[src/rtl/fp_compare_pipe.sv]
// fp_compare_pipe
// Two-stage pipelined floating-point comparator with a valid/ready handshake.
// Each operand pair yields exactly one of gt/eq/lt/unord, two cycles after it is
// accepted. Zero and NaN semantics: +0 == -0, and any NaN gives unord.
// abs_mode compares |a| against |b|. A tag travels with each pair.
//
// S1 classifies each operand: sign, NaN, zero, magnitude.
// S2 applies the ordering rules and registers the flags and the tag.
// A stall freezes both stages together.
//
// Optional feature macro: FPCMP_DENORM_FLUSH_EN.
//   Defined:   any operand with a zero exponent is treated as zero.
//   Undefined: subnormals order exactly by magnitude.
//
// Ports:
//   clk, rst            rising-edge clock, synchronous active-high reset
//   in_valid/in_ready   input handshake (in_ready = !out_valid || out_ready)
//   a, b                operands {sign, exponent[EXP_W], mantissa[MAN_W]}
//   abs_mode            1 = ignore sign bits
//   in_tag              sideband tag captured with the pair
//   out_valid/out_ready output handshake
//   a_gt_b, a_eq_b,
//   a_lt_b, unord       mutually exclusive result flags
//   out_tag             tag of the pair producing this result
module fp_compare_pipe #(
  parameter int EXP_W = 8,
  parameter int MAN_W = 23,
  parameter int TAG_W = 4,
  localparam int W = 1 + EXP_W + MAN_W
) (
  input  logic             clk,
  input  logic             rst,
  input  logic             in_valid,
  output logic             in_ready,
  input  logic [W-1:0]     a,
  input  logic [W-1:0]     b,
  input  logic             abs_mode,
  input  logic [TAG_W-1:0] in_tag,
  output logic             out_valid,
  input  logic             out_ready,
  output logic             a_gt_b,
  output logic             a_eq_b,
  output logic             a_lt_b,
  output logic             unord,
  output logic [TAG_W-1:0] out_tag
);

  localparam int MAG_W = EXP_W + MAN_W;

  // Result vector encoding: {gt, eq, lt, unord}
  localparam logic [3:0] RES_GT = 4'b1000;
  localparam logic [3:0] RES_EQ = 4'b0100;
  localparam logic [3:0] RES_LT = 4'b0010;
  localparam logic [3:0] RES_UN = 4'b0001;

  function automatic logic is_nan(input logic [W-1:0] op);
    return (&op[MAG_W-1:MAN_W]) && (|op[MAN_W-1:0]);
  endfunction

  function automatic logic is_zero(input logic [W-1:0] op);
`ifdef FPCMP_DENORM_FLUSH_EN
    return ~|op[MAG_W-1:MAN_W];
`else
    return ~|op[MAG_W-1:0];
`endif
  endfunction

  // Infinities need no special case: their all-ones exponent with a zero
  // mantissa already sorts above every finite magnitude.
  function automatic logic [3:0] compare(
    input logic             sa,
    input logic             sb,
    input logic             na,
    input logic             nb,
    input logic             za,
    input logic             zb,
    input logic [MAG_W-1:0] ma,
    input logic [MAG_W-1:0] mb
  );
    logic [3:0] r;
    if (na || nb)        r = RES_UN;
    else if (za && zb)   r = RES_EQ;
    else if (sa != sb)   r = sa ? RES_LT : RES_GT;
    else if (ma == mb)   r = RES_EQ;
    else if (!sa)        r = (ma > mb) ? RES_GT : RES_LT;
    else                 r = (ma > mb) ? RES_LT : RES_GT;
    return r;
  endfunction

  logic adv;

  logic             vld_p1_q;
  logic             sa_p1_q, sb_p1_q;
  logic             na_p1_q, nb_p1_q;
  logic             za_p1_q, zb_p1_q;
  logic [MAG_W-1:0] ma_p1_q, mb_p1_q;
  logic             abs_p1_q;
  logic [TAG_W-1:0] tag_p1_q;

  logic             sa_d, sb_d;

  logic             vld_p2_q;
  logic [3:0]       res_p2_q;
  logic [TAG_W-1:0] tag_p2_q;
  logic [3:0]       res_d;
  logic [TAG_W-1:0] tag_d;

  assign adv      = !vld_p2_q || out_ready;
  assign in_ready = adv;

  // ---- S1: classify ----
  always_comb begin
    sa_d = a[W-1] & ~abs_mode;
    sb_d = b[W-1] & ~abs_mode;
  end

  always_ff @(posedge clk) begin
    if (rst)      vld_p1_q <= 1'b0;
    else if (adv) vld_p1_q <= in_valid;
  end

  always_ff @(posedge clk) begin
    if (adv) begin
      sa_p1_q  <= sa_d;
      sb_p1_q  <= sb_d;
      na_p1_q  <= is_nan(a);
      nb_p1_q  <= is_nan(b);
      za_p1_q  <= is_zero(a);
      zb_p1_q  <= is_zero(b);
      ma_p1_q  <= a[MAG_W-1:0];
      mb_p1_q  <= b[MAG_W-1:0];
      abs_p1_q <= abs_mode;
      tag_p1_q <= in_tag;
    end
  end

  // ---- S2: compare and register outputs ----
  // Flags and tag are zeroed for bubbles so idle outputs read as all zero.
  always_comb begin
    res_d = 4'b0000;
    tag_d = '0;
    if (vld_p1_q) begin
      res_d = compare(sa_p1_q & ~abs_p1_q, sb_p1_q & ~abs_p1_q,
                      na_p1_q, nb_p1_q, za_p1_q, zb_p1_q, ma_p1_q, mb_p1_q);
      tag_d = tag_p1_q;
    end
  end

  always_ff @(posedge clk) begin
    if (rst) begin
      vld_p2_q <= 1'b0;
      res_p2_q <= 4'b0000;
      tag_p2_q <= '0;
    end else if (adv) begin
      vld_p2_q <= vld_p1_q;
      res_p2_q <= res_d;
      tag_p2_q <= tag_d;
    end
  end

  assign out_valid = vld_p2_q;
  assign a_gt_b    = res_p2_q[3];
  assign a_eq_b    = res_p2_q[2];
  assign a_lt_b    = res_p2_q[1];
  assign unord     = res_p2_q[0];
  assign out_tag   = tag_p2_q;

endmodule

[config.mk]
export PLATFORM = sky130hd
export DESIGN_NAME = fp_compare_pipe
export DESIGN_NICKNAME = d
export VERILOG_FILES = /design/src/rtl/fp_compare_pipe.sv
export SDC_FILE = /design/constraint.sdc
export NUM_CORES = 1
export LEC_CHECK = 0
export ABC_AREA = 0
export BUFFER_PORTS_ARGS = -buffer_cell sky130_fd_sc_hd__buf_4
export CAP_MARGIN = 15
export CELL_PAD_IN_SITES_DETAIL_PLACEMENT = 0
export CELL_PAD_IN_SITES_GLOBAL_PLACEMENT = 1
export CORE_UTILIZATION = 39
export DETAILED_ROUTE_END_ITERATION = 7
export GPL_TIMING_DRIVEN = 0
export PLACE_DENSITY_LB_ADDON = 0.1
export SETUP_SLACK_MARGIN = 0.5
export SLEW_MARGIN = 25
export SYNTH_ARGS = -nofsm -noshare
export SYNTH_HDL_FRONTEND = slang
export SYNTH_SLANG_ARGS = --single-unit
export TNS_END_PERCENT = 1
[constraint.sdc]
create_clock -name clk -period 2.41 [get_ports clk]
set_clock_uncertainty 0.05 [all_clocks]
set_input_delay 0.1205 -clock clk [delete_from_list [all_inputs] [get_ports clk]]
set_output_delay 0.1205 -clock clk [all_outputs]
set_load 0.03 [all_outputs]
==> results_dict.tcl <==
set metrics [dict create \
    antenna_found_initial 0 \
    reg2reg_slack_ps 9 \
    rsz0062_at_grt "true" \
    finalSetupTns_ps 0 \
    use_met3_pct 4.04 \
    cts_buffers 9 \
    drcViolationCount 8 \
    seqCellArea_sq_mm 0.00239 \
    antenna_cells 0 \
    grt_max_degree 83 \
    min_path_type "in -> reg" \
    worst-setup-path-type "reg -> reg" \
    root_buffer "clkbuf_8" \
    crit_path_max_fanout 3 \
    grt_use_met2_pct 26.9 \
    avgSynthCellArea_sq_um 13.1 \
    synthCells 276 \
    nets 541 \
    die_w_um 98.4 \
    synth_xor_area_share_pct 0.242 \
    clock_latency_ps 350 \
    maxCapViolations 0 \
    fmax_ghz 0.416 \
    failed_checks "DRC" \
    synth_seq_cells 83 \
    yosysWarnings 0 \
    drt_iter0_drc 101 \
    grt-ovfl-total 0 \
    relSlewSlack_pct 65.4 \
    min_from "b[31]" \
    p_leak_nw 2.27 \
    cp_slowest_cell "or4_1" \
    finish.utilization_pct 60.3 \
    tightest_slew_ps 514 \
    initial_core_util_pct 41.0 \
    drive_gt1_share_pct 23.3 \
    run_status "finished, violations left" \
    firstDrtPassIters 6 \
    seq_area_frac_synth_pct 66.0 \
    synthDistinctLibCells 35 \
    io_buffers 81 \
    synth_top_family_by_area "simple AND/OR/NAND/NOR gates" \
    critical_path_buf_inv_count 0 \
    coreArea_sq_mm 0.00885 \
    fillCellCount 713 \
    routedWlPerCell_um 14.3 \
    cts.sinks 83 \
    synth_edf_count 73 \
    crit_family "simple AND/OR/NAND/NOR gates" \
    fin_crit_ps 2400 \
    first_global_vias 2652 \
    synth_fa_ha_area_share_pct 10.7 \
    ir_drop_mv 0.290 \
    dieArea_sq_mm 0.00969 \
    slowest_delay_ps 540 \
    vias 2687 \
    htree_levels 3 \
    synth_compound_area_share_pct 6.14 \
    use_met1_pct 23.3 \
    required_ps 2590 \
    gp_congestion 0.745 \
    rr_endpoint "res_p2_q[3]" \
    endpoint_kind "register" \
    viasPerCell 4.89 \
    synth_top_area_share_pct 60.5 \
    hold_violations 0 \
    reg2reg_depth 6 \
    grt_pass1_wl_um 12600 \
    min_to "sb_p1_q" \
    synthFlopType "edfxtp_1" \
    wl_um 7840 \
    core.rowCount 34 \
    netlist_area_sq_mm 0.00363 \
    synth.area.mux_share_pct 0.311 \
    holdPathStages 2 \
    cts.path.max_buffers 2 \
    report.power.total_mw 3.19 \
    synth.area.top_cells "edfxtp_1 (60%), ha_1 (11%), dfxtp_1 (5.5%)" \
    path_cells "ha_4, nand4_1, or4_1, o211a_1, a21oi_2, mux2_4" \
    synthSimpleGateAreaFrac_pct 12.9 \
    path_clk_slew_ps 80 \
    powerDensity_mw_per_mm2 597 \
    r2r_start "ma_p1_q[18]" \
    syn_nets 380 \
    multi_input_area_sq_mm 0.00114 \
    cts_tree "done" \
    crit_arrival_ps 2580 \
    die_h_um 98.4 \
    slew_violations 0 \
    startpoint_type "register" \
    period_share_pct 99.6 \
    yosysTopAreaCell "edfxtp_1" \
    report.final.setup_viol 0 \
    grt-busiest-layer "met2" \
    ios 83 \
    dp_hpwl_um 5320 \
    async_reset_ff_share_pct 0 \
    grt_usage_pct 17.3 \
    ant_nets 0 \
    syn2layout_area_growth_pct 47.0 \
]
## worst max-delay path by stage
| stage | start | end | slack [ps] | depth (start not counted) |
|---|---|---|---|---|
| after floorplan | ma_p1_q[26] | res_p2_q[3] | 270 | 6 |
| after global placement | ma_p1_q[18] | res_p2_q[3] | 40 | 6 |
| after detailed placement | mb_p1_q[18] | res_p2_q[3] | 20 | 7 |
| after CTS | ma_p1_q[16] | res_p2_q[3] | 50 | 6 |
| after global routing | ma_p1_q[18] | res_p2_q[3] | -50 | 6 |
| final | ma_p1_q[18] | res_p2_q[3] | 9 | 6 |
## metal layers
layer | up-vias | routed length, um
met4 | 0 | 170
met2 | 78 | 3530
met1 | 1229 | 3730
met3 | 15 | 408
li1 | 1365 | -
met5 | - | 0
## state kept, by name, indices dropped and copies added (netlist names)
register / flops
res_p2_q: 4
za_p1_q: 1
sa_p1_q: 1
tag_p1_q: 4
nb_p1_q: 1
vld_p1_q: 1
mb_p1_q: 31
zb_p1_q: 1
na_p1_q: 1
out_tag: 4
abs_p1_q: 1
sb_p1_q: 1
ma_p1_q: 31
out_valid: 1
## per-stage QoR
step | hold WS (ps) | instances | setup slack, ps | area (sq um)
floorplan | 169 | 276 | 270 | 3650
global placement | 249 | 465 | 42.2 | 4390
detailed placement | 251 | 465 | 18.5 | 4390
CTS | 17.5 | 550 | 46.7 | 5310
global route | 35.1 | 550 | -52.6 | 5330
finish | 33.7 | 550 | 8.67 | 5330
## cell usage after synthesis (all sizes together) (4+ instances only)
| cell | n |
|---|---|
| edfxtp | 73 |
| inv | 33 |
| ha | 31 |
| nand2 | 18 |
| a21oi | 17 |
| nor4 | 15 |
| nor2 | 14 |
| nand4 | 13 |
| dfxtp | 10 |
| nand3 | 9 |
| o21ai | 7 |
| nor2b | 4 |
| nor3 | 4 |
## final cells by class
| cell class | count | area share (%) |
|---|---|---|
| sequential | 83 | 44.9 |
| timing repair buffer | 150 | 24.3 |
| multi-input combinational | 157 | 21.3 |
| clock buffer | 15 | 3.52 |
| inverter | 33 | 2.63 |
| tap | 108 | 2.53 |
| clock inverter | 1 | 0.563 |
| buffer | 3 | 0.235 |
## cell usage in the layout (no fill, tap or decap), types with 2 or more instances in the layout
cell            n
buf_4          82
edfxtp_1       73
dlygate4sd3_1  68
inv_1          32
ha_1           29
nand2_1        18
a21oi_1        16
nor4_1         14
nor2_1         14
nand4_1        13
clkbuf_8       11
dfxtp_1        10
nand3_1         9
o21ai_0         7
clkbuf_1        5
nor2b_1         4
nor3_1          4
and3_1          3
and4_1          3
a211oi_1        2
a221oi_1        2
nand3b_1        2
ha_4            2
## cell families (layout without fill, tap and decap cells)
family / after synthesis / in the layout
buffers and inverters: 36 / 202
xor gates and xnor gates: 1 / 1
muxes: 1 / 1
and+or+nand+nor: 88 / 88
adders and majority gates: 31 / 31
DFF: 83 / 83
AOI/OAI and AO/OA: 36 / 36
## power breakdown
| part | switching [mW] | leakage [nW] | internal (mW) |
|---|---|---|---|
| sequential | 0.0297 | 0.854 | 1.66 |
| combinational | 0.191 | 1.30 | 0.240 |
| clock | 0.468 | 0.109 | 0.601 |
## repair_timing
item                                   CTS  global route
endpoints found under the hold margin   68             0
hold buffers                            68             0
setup endpoints to repair                2             4
setup buffers                            1             0
pin swaps                                6             1
resized for setup                        2             4
Note: power is estimated with default switching activity, not from simulation.
